[src/rtl/fwd_pkg.sv]
// Shared definitions for the forwarding stage: descriptor field widths,
// the MAC group bit and the dispatch FSM state encoding.
package fwd_pkg;

  localparam int MAC_W     = 48;
  localparam int PORT_W    = 2;
  localparam int GROUP_BIT = 40;
  // src_port + da + sa; the two page fields are appended by the user
  localparam int FIXED_W   = PORT_W + 2 * MAC_W;

  typedef enum logic [1:0] {
    ST_IDLE,
    ST_LOOKUP,
    ST_DISPATCH,
    ST_DROP
  } state_e;

  function automatic logic is_group(input logic [MAC_W-1:0] mac);
    return mac[GROUP_BIT];
  endfunction

endpackage

[src/rtl/fwd_cam.sv]
// Fully associative MAC -> port table with parallel DA/SA compare and a
// single learn write port that fills round-robin via repl_ptr.
module fwd_cam
  import fwd_pkg::*;
#(
  parameter int entries = 8,
  localparam int IDX_W  = $clog2(entries)
) (
  input  logic              clk,
  input  logic              reset,
  input  logic              lookup_en,
  input  logic [MAC_W-1:0]  da,
  input  logic [MAC_W-1:0]  sa,
  input  logic [PORT_W-1:0] src_port,
  output logic              da_hit,
  output logic [PORT_W-1:0] da_port
);

  logic [entries-1:0] valid_q, valid_d;
  logic [MAC_W-1:0]   mac_q  [entries];
  logic [MAC_W-1:0]   mac_d  [entries];
  logic [PORT_W-1:0]  port_q [entries];
  logic [PORT_W-1:0]  port_d [entries];
  logic [IDX_W-1:0]   repl_ptr_q, repl_ptr_d;

  logic [entries-1:0] da_match, sa_match;
  logic               sa_hit;
  logic [PORT_W-1:0]  sa_port;
  logic [IDX_W-1:0]   sa_idx;
  logic               wr_en;
  logic [IDX_W-1:0]   wr_idx;

  genvar gi;
  generate
    for (gi = 0; gi < entries; gi++) begin : g_cmp
      assign da_match[gi] = valid_q[gi] && (mac_q[gi] == da);
      assign sa_match[gi] = valid_q[gi] && (mac_q[gi] == sa);
    end
  endgenerate

  // Learning never creates duplicates, so at most one entry matches each key.
  always_comb begin
    da_hit  = |da_match;
    sa_hit  = |sa_match;
    da_port = '0;
    sa_port = '0;
    sa_idx  = '0;
    for (int i = 0; i < entries; i++) begin
      if (da_match[i]) da_port = port_q[i];
      if (sa_match[i]) begin
        sa_port = port_q[i];
        sa_idx  = IDX_W'(i);
      end
    end
  end

  always_comb begin
    wr_en      = 1'b0;
    wr_idx     = repl_ptr_q;
    repl_ptr_d = repl_ptr_q;
    if (lookup_en && !is_group(sa)) begin
      if (sa_hit) begin
        if (sa_port != src_port) begin
          wr_en  = 1'b1;
          wr_idx = sa_idx;
        end
      end else begin
        wr_en      = 1'b1;
        repl_ptr_d = (repl_ptr_q == IDX_W'(entries - 1)) ? '0 : repl_ptr_q + 1'b1;
      end
    end
  end

  always_comb begin
    valid_d = valid_q;
    mac_d   = mac_q;
    port_d  = port_q;
    if (wr_en) begin
      valid_d[wr_idx] = 1'b1;
      mac_d[wr_idx]   = sa;
      port_d[wr_idx]  = src_port;
    end
  end

  always_ff @(posedge clk or negedge reset) begin
    if (!reset) begin
      valid_q    <= '0;
      repl_ptr_q <= '0;
      for (int i = 0; i < entries; i++) begin
        mac_q[i]  <= '0;
        port_q[i] <= '0;
      end
    end else begin
      valid_q    <= valid_d;
      repl_ptr_q <= repl_ptr_d;
      mac_q      <= mac_d;
      port_q     <= port_d;
    end
  end

endmodule

[src/rtl/fwd_dispatch.sv]
// Forwarding stage: registers one joined descriptor, learns/looks up MACs,
// then forks the start page to each destination port or requests a drop.
module fwd_dispatch
  import fwd_pkg::*;
#(
  parameter int num_ports = 4,
  parameter int entries   = 8,
  parameter int pg_asz    = 12
) (
  input  logic                          clk,
  input  logic                          reset,
  input  logic                          pm2f_srdy,
  output logic                          pm2f_drdy,
  input  logic [FIXED_W+2*pg_asz-1:0]   pm2f_data,
  output logic [num_ports-1:0]          f2d_srdy,
  input  logic [num_ports-1:0]          f2d_drdy,
  output logic [pg_asz-1:0]             f2d_data,
  output logic                          drp_srdy,
  input  logic                          drp_drdy,
  output logic [2*pg_asz-1:0]           drp_page_list,
  output logic [15:0]                   drop_cnt
);

  localparam int DESC_W    = FIXED_W + 2 * pg_asz;
  localparam int END_LSB   = 0;
  localparam int START_LSB = pg_asz;
  localparam int SA_LSB    = 2 * pg_asz;
  localparam int DA_LSB    = SA_LSB + MAC_W;
  localparam int SRC_LSB   = DA_LSB + MAC_W;

  state_e                 state_q, state_d;
  logic [DESC_W-1:0]      desc_q, desc_d;
  logic [num_ports-1:0]   mask_q, mask_d;
  logic [pg_asz-1:0]      f2d_data_q, f2d_data_d;
  logic                   drp_srdy_q, drp_srdy_d;
  logic [2*pg_asz-1:0]    drp_list_q, drp_list_d;
  logic [15:0]            drop_cnt_q, drop_cnt_d;

  logic [PORT_W-1:0]      src_port;
  logic [MAC_W-1:0]       da, sa;
  logic [pg_asz-1:0]      start_pg, end_pg;
  logic                   lookup_en;
  logic                   da_hit;
  logic [PORT_W-1:0]      da_port;
  logic [num_ports-1:0]   flood_mask, lookup_mask;

  assign src_port = desc_q[SRC_LSB +: PORT_W];
  assign da       = desc_q[DA_LSB +: MAC_W];
  assign sa       = desc_q[SA_LSB +: MAC_W];
  assign start_pg = desc_q[START_LSB +: pg_asz];
  assign end_pg   = desc_q[END_LSB +: pg_asz];

  fwd_cam #(.entries(entries)) u_cam (
    .clk      (clk),
    .reset    (reset),
    .lookup_en(lookup_en),
    .da       (da),
    .sa       (sa),
    .src_port (src_port),
    .da_hit   (da_hit),
    .da_port  (da_port)
  );

  // The table is read before this packet's learn write lands.
  always_comb begin
    flood_mask = ~(num_ports'(1) << src_port);
    if (is_group(da) || !da_hit) lookup_mask = flood_mask;
    else if (da_port == src_port) lookup_mask = '0;
    else                          lookup_mask = num_ports'(1) << da_port;
  end

  always_comb begin
    state_d    = state_q;
    desc_d     = desc_q;
    mask_d     = mask_q;
    f2d_data_d = f2d_data_q;
    drp_srdy_d = drp_srdy_q;
    drp_list_d = drp_list_q;
    drop_cnt_d = drop_cnt_q;
    lookup_en  = 1'b0;
    case (state_q)
      ST_IDLE: begin
        if (pm2f_srdy) begin
          desc_d  = pm2f_data;
          state_d = ST_LOOKUP;
        end
      end
      ST_LOOKUP: begin
        lookup_en = 1'b1;
        if (|lookup_mask) begin
          mask_d     = lookup_mask;
          f2d_data_d = start_pg;
          state_d    = ST_DISPATCH;
        end else begin
          drp_srdy_d = 1'b1;
          drp_list_d = {start_pg, end_pg};
          state_d    = ST_DROP;
        end
      end
      ST_DISPATCH: begin
        mask_d = mask_q & ~f2d_drdy;
        if (mask_d == '0) state_d = ST_IDLE;
      end
      ST_DROP: begin
        if (drp_drdy) begin
          drp_srdy_d = 1'b0;
          drop_cnt_d = (drop_cnt_q == 16'hFFFF) ? drop_cnt_q : drop_cnt_q + 16'd1;
          state_d    = ST_IDLE;
        end
      end
      default: state_d = ST_IDLE;
    endcase
  end

  always_ff @(posedge clk or negedge reset) begin
    if (!reset) begin
      state_q    <= ST_IDLE;
      desc_q     <= '0;
      mask_q     <= '0;
      f2d_data_q <= '0;
      drp_srdy_q <= 1'b0;
      drp_list_q <= '0;
      drop_cnt_q <= '0;
    end else begin
      state_q    <= state_d;
      desc_q     <= desc_d;
      mask_q     <= mask_d;
      f2d_data_q <= f2d_data_d;
      drp_srdy_q <= drp_srdy_d;
      drp_list_q <= drp_list_d;
      drop_cnt_q <= drop_cnt_d;
    end
  end

  assign pm2f_drdy     = (state_q == ST_IDLE);
  assign f2d_srdy      = mask_q;
  assign f2d_data      = f2d_data_q;
  assign drp_srdy      = drp_srdy_q;
  assign drp_page_list = drp_list_q;
  assign drop_cnt      = drop_cnt_q;

endmodule

[config.mk]
export PLATFORM = sky130hd
export DESIGN_NAME = fwd_dispatch
export DESIGN_NICKNAME = d
export VERILOG_FILES = /design/src/rtl/fwd_pkg.sv /design/src/rtl/fwd_cam.sv /design/src/rtl/fwd_dispatch.sv
export SDC_FILE = /design/constraint.sdc
export NUM_CORES = 2
export LEC_CHECK = 0
export ABC_AREA = 0
export CAP_MARGIN = 20
export CORE_MARGIN = 8
export CORE_UTILIZATION = 55
export DETAILED_ROUTE_END_ITERATION = 6
export PLACE_DENSITY = 0.77
export SETUP_SLACK_MARGIN = 0.1
export SYNTH_ARGS = -nofsm -noshare
export SYNTH_HDL_FRONTEND = slang
export SYNTH_SLANG_ARGS = --single-unit
[constraint.sdc]
create_clock -name clk -period 4.5 [get_ports clk]
set_input_delay 0.45 -clock clk [delete_from_list [all_inputs] [get_ports clk]]
set_output_delay 0.45 -clock clk [all_outputs]
set_load 0.05 [all_outputs]
Word-level counts from Yosys, hierarchy flattened:

Cells that the tools add are included.

* $lt $le $gt $ge: 4
* bitwise gates (word level): 8
* add/sub/neg operators: 2
* shift operators: 2
* reductions and logical operators: 37
* equality and inequality tests: 28
* multiplexer cells: 51

Operator list (number)
* 48-bit == test: 16
* 384-bit bitwise mux: 1
* 48-bit demux with 3-bit select: 1
* 48-bit 2-to-1 mux: 1
* 2-bit 2-to-1 mux: 22
* 3-bit 2-to-1 mux: 8
* 1-bit logical AND: 19
* 16-bit by 1-bit adder with 16-bit output (second input constant): 1
* 16-bit bitwise mux: 1
* 16-bit == test (second input constant): 1
* 8-bit OR reduction: 2
* 4-bit 2-to-1 mux: 3
* 2-bit inequality test (second input constant): 5
* 2-bit AND reduction: 5
* 1-bit 2-to-1 mux: 9
* 3-bit AND reduction: 3
* 4-bit NOT: 2
* 8-bit OR: 1
* 2-bit one-hot mux with 4 select lines: 1
* 4-bit one-hot mux with 2 select lines: 1
* 1-bit by 2-bit << shifter with 4-bit output (first input constant): 2
* 2-bit demux with 3-bit select: 1
* 4-bit bitwise AND: 1
* 2-bit == test (second input constant): 2
* 19 further kinds: 23

* register bits: 592
* input bits: 130
* output and inout port bits: 58
* word-level logic and storage cells: 157

Depth between registers and ports, before layout:

* depth in word-level cells: 20
* gate-level depth with buffers: 17
* depth with buffers taken out: 12

By module:

Synthesis repeated with hierarchy kept, for this count alone.

* cell total of the unflattened synthesis: 2723
* area total of the unflattened synthesis: 32882.8 um2

Modules (own cells, without submodules)
* fwd_cam: cells an instance 2235, area an instance 25542.0 um2, instances 1
* fwd_dispatch: cells an instance 488, area an instance 7340.8 um2, instances 1

Worst setup path before layout:

No wires, ideal clock.

* path kind: reg-to-reg
* from: register desc_q[25]
* to: register u_cam.mac_q[190] in the netlist's numbering
* cell stages (with the launch flop): 15
* slack: 0.064 ns
* arrival: 4.312 ns
* setup time: 0.125 ns
* buffers on the path: 2
* data required time: 4.375 ns
* cells stage by stage: dfrtp_1 buf_6 xor2_1 or4_1 or4_1 nor4_4 mux2i_1 a2111oi_4 or3_1 a21oi_2 nor3_2 or4b_4 a21oi_4 buf_6 mux2_2

* cells in the longest elaborated chain, start to end: 20
* elaborated cells between the ends (all ways): 46
* classes of those cells: order compare (2); eq/ne (9); mux (24); bitwise (1); reduce/logical (10)

Ends and longest elaborated chain
* start, declared: line fwd_dispatch.sv:32 `logic [DESC_W-1:0] desc_q, desc_d;`
* start signal, assigned: line fwd_dispatch.sv:126 `desc_q <= desc_d;`
* 48-bit == test: line fwd_cam.sv:37 `assign sa_match[gi] = valid_q[gi] && (mac_q[gi] == sa);`
* 1-bit logical AND: line fwd_cam.sv:37
* 2-bit 2-to-1 mux (8 in a row): line fwd_cam.sv:50 `if (sa_match[i]) begin`
* 2-bit inequality test: line fwd_cam.sv:63 `if (sa_port != src_port) begin`
* 3-bit 2-to-1 mux: line fwd_cam.sv:63
* 3-bit 2-to-1 mux: line fwd_cam.sv:62 `if (sa_hit) begin`
* 3-bit 2-to-1 mux: line fwd_cam.sv:61 `if (lookup_en && !is_group(sa)) begin`
* 3-bit NOT with 4-bit output (implied by the code): line fwd_cam.sv:80 `mac_d[wr_idx] = sa;`
* 4-bit greater-or-equal comparator (implied by the code) / 4-bit by 1-bit less-than comparator with 1-bit output (equally long branches): line fwd_cam.sv:80
* 1-bit logical AND (implied by the code): line fwd_cam.sv:80
* 48-bit 2-to-1 mux (implied by the code): line fwd_cam.sv:80
* 48-bit demux with 3-bit select: line fwd_cam.sv:80
* 384-bit bitwise mux: line fwd_cam.sv:80
* end signal, assigned: line fwd_cam.sv:96 `mac_q <= mac_d;`
* end, declared: line fwd_cam.sv:20 `logic [MAC_W-1:0] mac_q [entries];`

Several ways; a longest one is shown, not always the timed one.
A chain may end at the register's enable or synchronous reset.

Final worst setup path:

* from: register desc_q[71]
* to: register u_cam.mac_q[129] in the netlist's numbering

The elaborated chain is that of the path after synthesis.

==> results.py <==
metrics = {
    "detailed_routing": {
        "drtIter0Drc": 4605,
        "drtPass1Iterations": 7,
        "routed_wirelength_um": 177000,
        "viasPerCell": 6.69,
        "vias": 32100,
        "avgRoutedWirePerCell_um": 36.8,
        "ant_nets": 0,
        "drc_errors": 14,
    },
    "place": {
        "place_area_um2": 41600,
        "place_congestion": 1.07,
        "dp.final_hpwl_um": 127000,
        "portBuffers": 187,
        "placedCellCount": 4580,
    },
    "sta": {
        "fin_ws_ns": -0.358,
        "setup_viol": 429,
        "worst_slew_pin_slew_ns": 0.879,
        "grt_setup_unrepaired": "true",
        "period_minus_slack_ns": 4.86,
        "skew_ns": 0.0301,
        "fmax_mhz": 206,
        "drv_slew": 0,
        "fin_crit_sh": 1.08,
        "hold_viol": 0,
        "slew-limit-headroom": 0.414,
        "fin_setup_tns_ns": -103.80,
    },
    "critical_path": {
        "r2r_cells": 21,
        "max_stage_delay_ns": 0.41,
        "worstPathCellList": "buf_12 > buf_4 > xor2_1 > a211o_1 > nor4_1 > nand4_1 > mux2i_1 > buf_4 > a2111oi_4 > or3_1 > a21oi_2 > buf_4 > buf_6 > o31ai_2 > a21o_1 > buf_6 > a21oi_4 > buf_6 > buf_12 > buf_16 > mux2_4",
        "critPathRequiredTime_ns": 4.99,
        "path_buf_inv": 9,
        "cp_max_fo": 6,
        "cp_slowest_cell": "dfrtp_1",
        "critPathLaunchType": "flip-flop",
        "arrival_ns": 5.34,
        "path_class": "flip-flop to flip-flop",
        "critical-path-top-delay-family": "buffers and inverters",
        "end_kind": "flip-flop",
        "critical_path_depth": 21,
    },
    "synthesis": {
        "ys.warnings.count": 0,
        "synth_flop_cell": "dfrtp_1",
        "synth_fp_nets": 3422,
        "syn_inst": 3289,
        "yosysSeqAreaShare": 0.420,
        "async_flop_share": 1.00,
        "synth_top_cell_area_share": 0.420,
        "synth.largest_area_cell": "dfrtp_1",
        "syn_avg_cell_area_um2": 10.7,
        "synth_edf_count": 0,
        "synthTopCellsByArea": "dfrtp_1 (42%), mux2_2 (15%), xnor2_1 (11%), xor2_1 (7.0%), nand4_1 (3.4%)",
        "synth_cell_type_count": 74,
        "ys_ff_latch": 592,
        "netlist_area_um2": 35300,
    },
    "run": {
        "maxCapViolations": 0,
    },
    "clock_tree": {
        "h-tree-depth": 3,
        "clockBufferDepth": 3,
        "tritoncts": "done",
        "numCtsBuffers": 68,
        "clock_sinks": 592,
        "cts_root_buffer": "clkbuf_16",
        "path_clk_slew_ns": 0.06,
        "insertion_delay_ns": 0.62,
    },
    "final_layout": {
        "drive_gt1_frac": 0.329,
        "final_util": 0.736,
        "stdcell_count": 4802,
        "nets": 4026,
        "fin_area_um2": 47000,
        "syn_to_final_growth_pct": 33.4,
    },
    "global_route": {
        "grt_pass1_vias": 32100,
        "antenna_found_initial": 8,
        "grt_pass1_wl_um": 240000,
        "grt.overflow.total": 0,
        "grt_max_degree": 119,
        "grt_util_all_layers": 0.460,
    },
    "power_and_ir_drop": {
        "switchingPower_mw": 19.6,
        "p_int_mw": 20.7,
        "cellPowerDensity_nw_per_um2": 857,
        "clkPwrFrac": 0.146,
        "max-vdd-ir-drop_uv": 753,
        "p_comb_frac": 0.589,
        "power.share.sequential": 0.265,
        "swShare": 0.486,
        "leakage_nw": 20.2,
    },
    "floorplan": {
        "ioPinCount": 188,
        "die_h_um": 269,
        "die-area_um2": 72400,
        "start_util": 0.552,
        "die_w_um": 269,
        "core_um2": 63900,
        "rows": 93,
    },
    "min_path": {
        "min_path_type": "input port to flip-flop",
        "whs_path_depth": 3,
    },
    "run_status": {
        "violations": "design-rule violations, negative setup slack",
        "outcome": "finished, violations left",
    },
}
[power groups by stage]
stage	sequential, mW	combinational, mW	clock (mW)
2_1_floorplan	9.22	11.2	0
3_3_place_gp	10.3	21.0	0
3_5_place_dp	10.4	21.0	0
4_1_cts	10.3	21.7	5.86
5_1_grt	10.7	24.0	6.04
6_report	10.7	23.7	5.89
[cell usage after synthesis, types with 5 or more instances]
master / n
dfrtp_1: 592
mux2_2: 468
xnor2_1: 432
xor2_1: 282
nand4_1: 192
nand2_1: 168
clkbuf_1: 165
nor4_1: 136
nand2b_1: 129
nor2_1: 78
inv_1: 74
nand3_1: 59
nor3_1: 52
o21ai_0: 44
mux2i_1: 34
o2111ai_1: 24
or4_1: 24
mux2_1: 22
nor2b_1: 22
buf_6: 21
a221oi_1: 18
nor4b_1: 18
a31oi_1: 17
and3_1: 16
and2_1: 13
buf_2: 13
buf_1: 12
buf_4: 12
nand4b_1: 12
a21oi_1: 11
or2_2: 10
and4_1: 8
a21o_1: 7
o221ai_1: 6
or3_1: 6
a221o_1: 5
o22ai_1: 5
o31ai_1: 5
[path summary, 6_finish.rpt]
| path | end | slack (ns) | from |
|---|---|---|---|
| worst max register to register | u_cam.mac_q[129] | -0.36 | desc_q[71] |
| min in group asynchronous | desc_q[22] | 0.49 | reset |
| worst min-delay path | desc_q[37] | 0.38 | pm2f_data[37] |
| max in group asynchronous | desc_q[26] | 2.70 | reset |
| worst min register to register | drop_cnt[14] | 0.49 | drop_cnt[14] |
| worst max-delay path | u_cam.mac_q[129] | -0.36 | desc_q[71] |
[placed cells by master, fill, tap and decap left out, types with 10 or more instances in the layout]
cell type	netlist	final
clkdlybuf4s50_1	0	186
nor2b_1	22	21
xnor2_1	432	409
buf_16	0	20
buf_4	12	410
nor3_1	52	48
buf_6	21	29
nand2_1	168	168
nor4_1	136	120
a21oi_1	11	10
inv_1	74	73
dfrtp_2	0	20
nand3_1	59	59
and2_1	13	12
mux2_2	468	298
and3_1	16	16
mux2_4	0	183
mux2i_1	34	31
clkbuf_16	0	84
nor2_1	78	76
a221oi_1	18	17
clkbuf_8	0	17
o2111ai_1	24	22
nand2b_1	129	128
nor4b_1	18	12
nand4b_1	12	12
nand4_1	192	192
or4_1	24	15
xor2_1	282	278
buf_12	0	89
a31oi_1	17	17
clkinv_2	0	13
dfrtp_1	592	572
nor4_2	0	14
xnor2_2	0	21
o21ai_0	44	44
[flip-flops by register name (all words and copies together) (netlist names), 3 cells and up]
signal / count
u_cam.mac_q: 384
drop_cnt: 16
desc_q: 122
u_cam.valid_q: 8
u_cam.repl_ptr_q: 3
drp_page_list: 24
u_cam.port_q: 16
f2d_data: 12
f2d_srdy: 4
[tightest hold or removal path, delay by kind of cell]
| kind | cells | cell delay [ns] |
|---|---|---|
| AND/OR/NAND/NOR | 1 | 0.05 |
| buffers and inverters | 1 | 0.39 |
| AO/OA/AOI/OAI | 1 | 0.06 |
[cell type report]
cell class,instances,area [µm²]
Sequential cell,592,14800
Tap cell,855,1070
Multi-Input combinational cell,2400,20500
Inverter,74,282
Fill cell,4308,16900
Clock inverter,24,267
Clock buffer,97,2040
Timing Repair Buffer,757,8070
Antenna cell,3,7.51
[kinds of logic after synthesis]
family,Yosys count,share of synthesized area
multiplexers,524,0.166
AND/OR/NAND/NOR,961,0.155
adder cells (fa/ha/maj),3,0.00106
XOR/XNOR,714,0.177
buffers and inverters,297,0.0378
flip-flops,592,0.420
AO/OA/AOI/OAI,198,0.0424
[routing by layer]
layer / wire length, µm / vias up / share of wire / track usage
met3: 24300 / 842 / 0.14 / 0.165
met1: 62200 / 16000 / 0.35 / 0.562
met4: 17300 / 4 / 0.098 / 0.343
met2: 72900 / 2459 / 0.41 / 0.663
li1: - / 12900 / - / -
met5: 27 / - / 0.00015 / 0
[per-stage QoR]
step           hold slack (ns)  setup slack [ns]  total power, mW
2_1_floorplan            0.154             0.119             20.4
3_3_place_gp             0.479            -0.403             31.3
3_5_place_dp             0.489            -0.338             31.4
4_1_cts                  0.373           -0.0958             37.9
5_1_grt                  0.435            -0.428             40.8
6_report                 0.380            -0.358             40.3
[repair_timing]
action / CTS / global route
buffers inserted: 29 / 33
setup endpoints to repair: 442 / 447
gates resized for setup: 157 / 228
gates cloned: 19 / 17
pin swaps: 11 / 20
hold endpoints to repair: 88 / 0
hold buffers: 1 / 0
No activity file was read; power rests on OpenSTA's default activity.
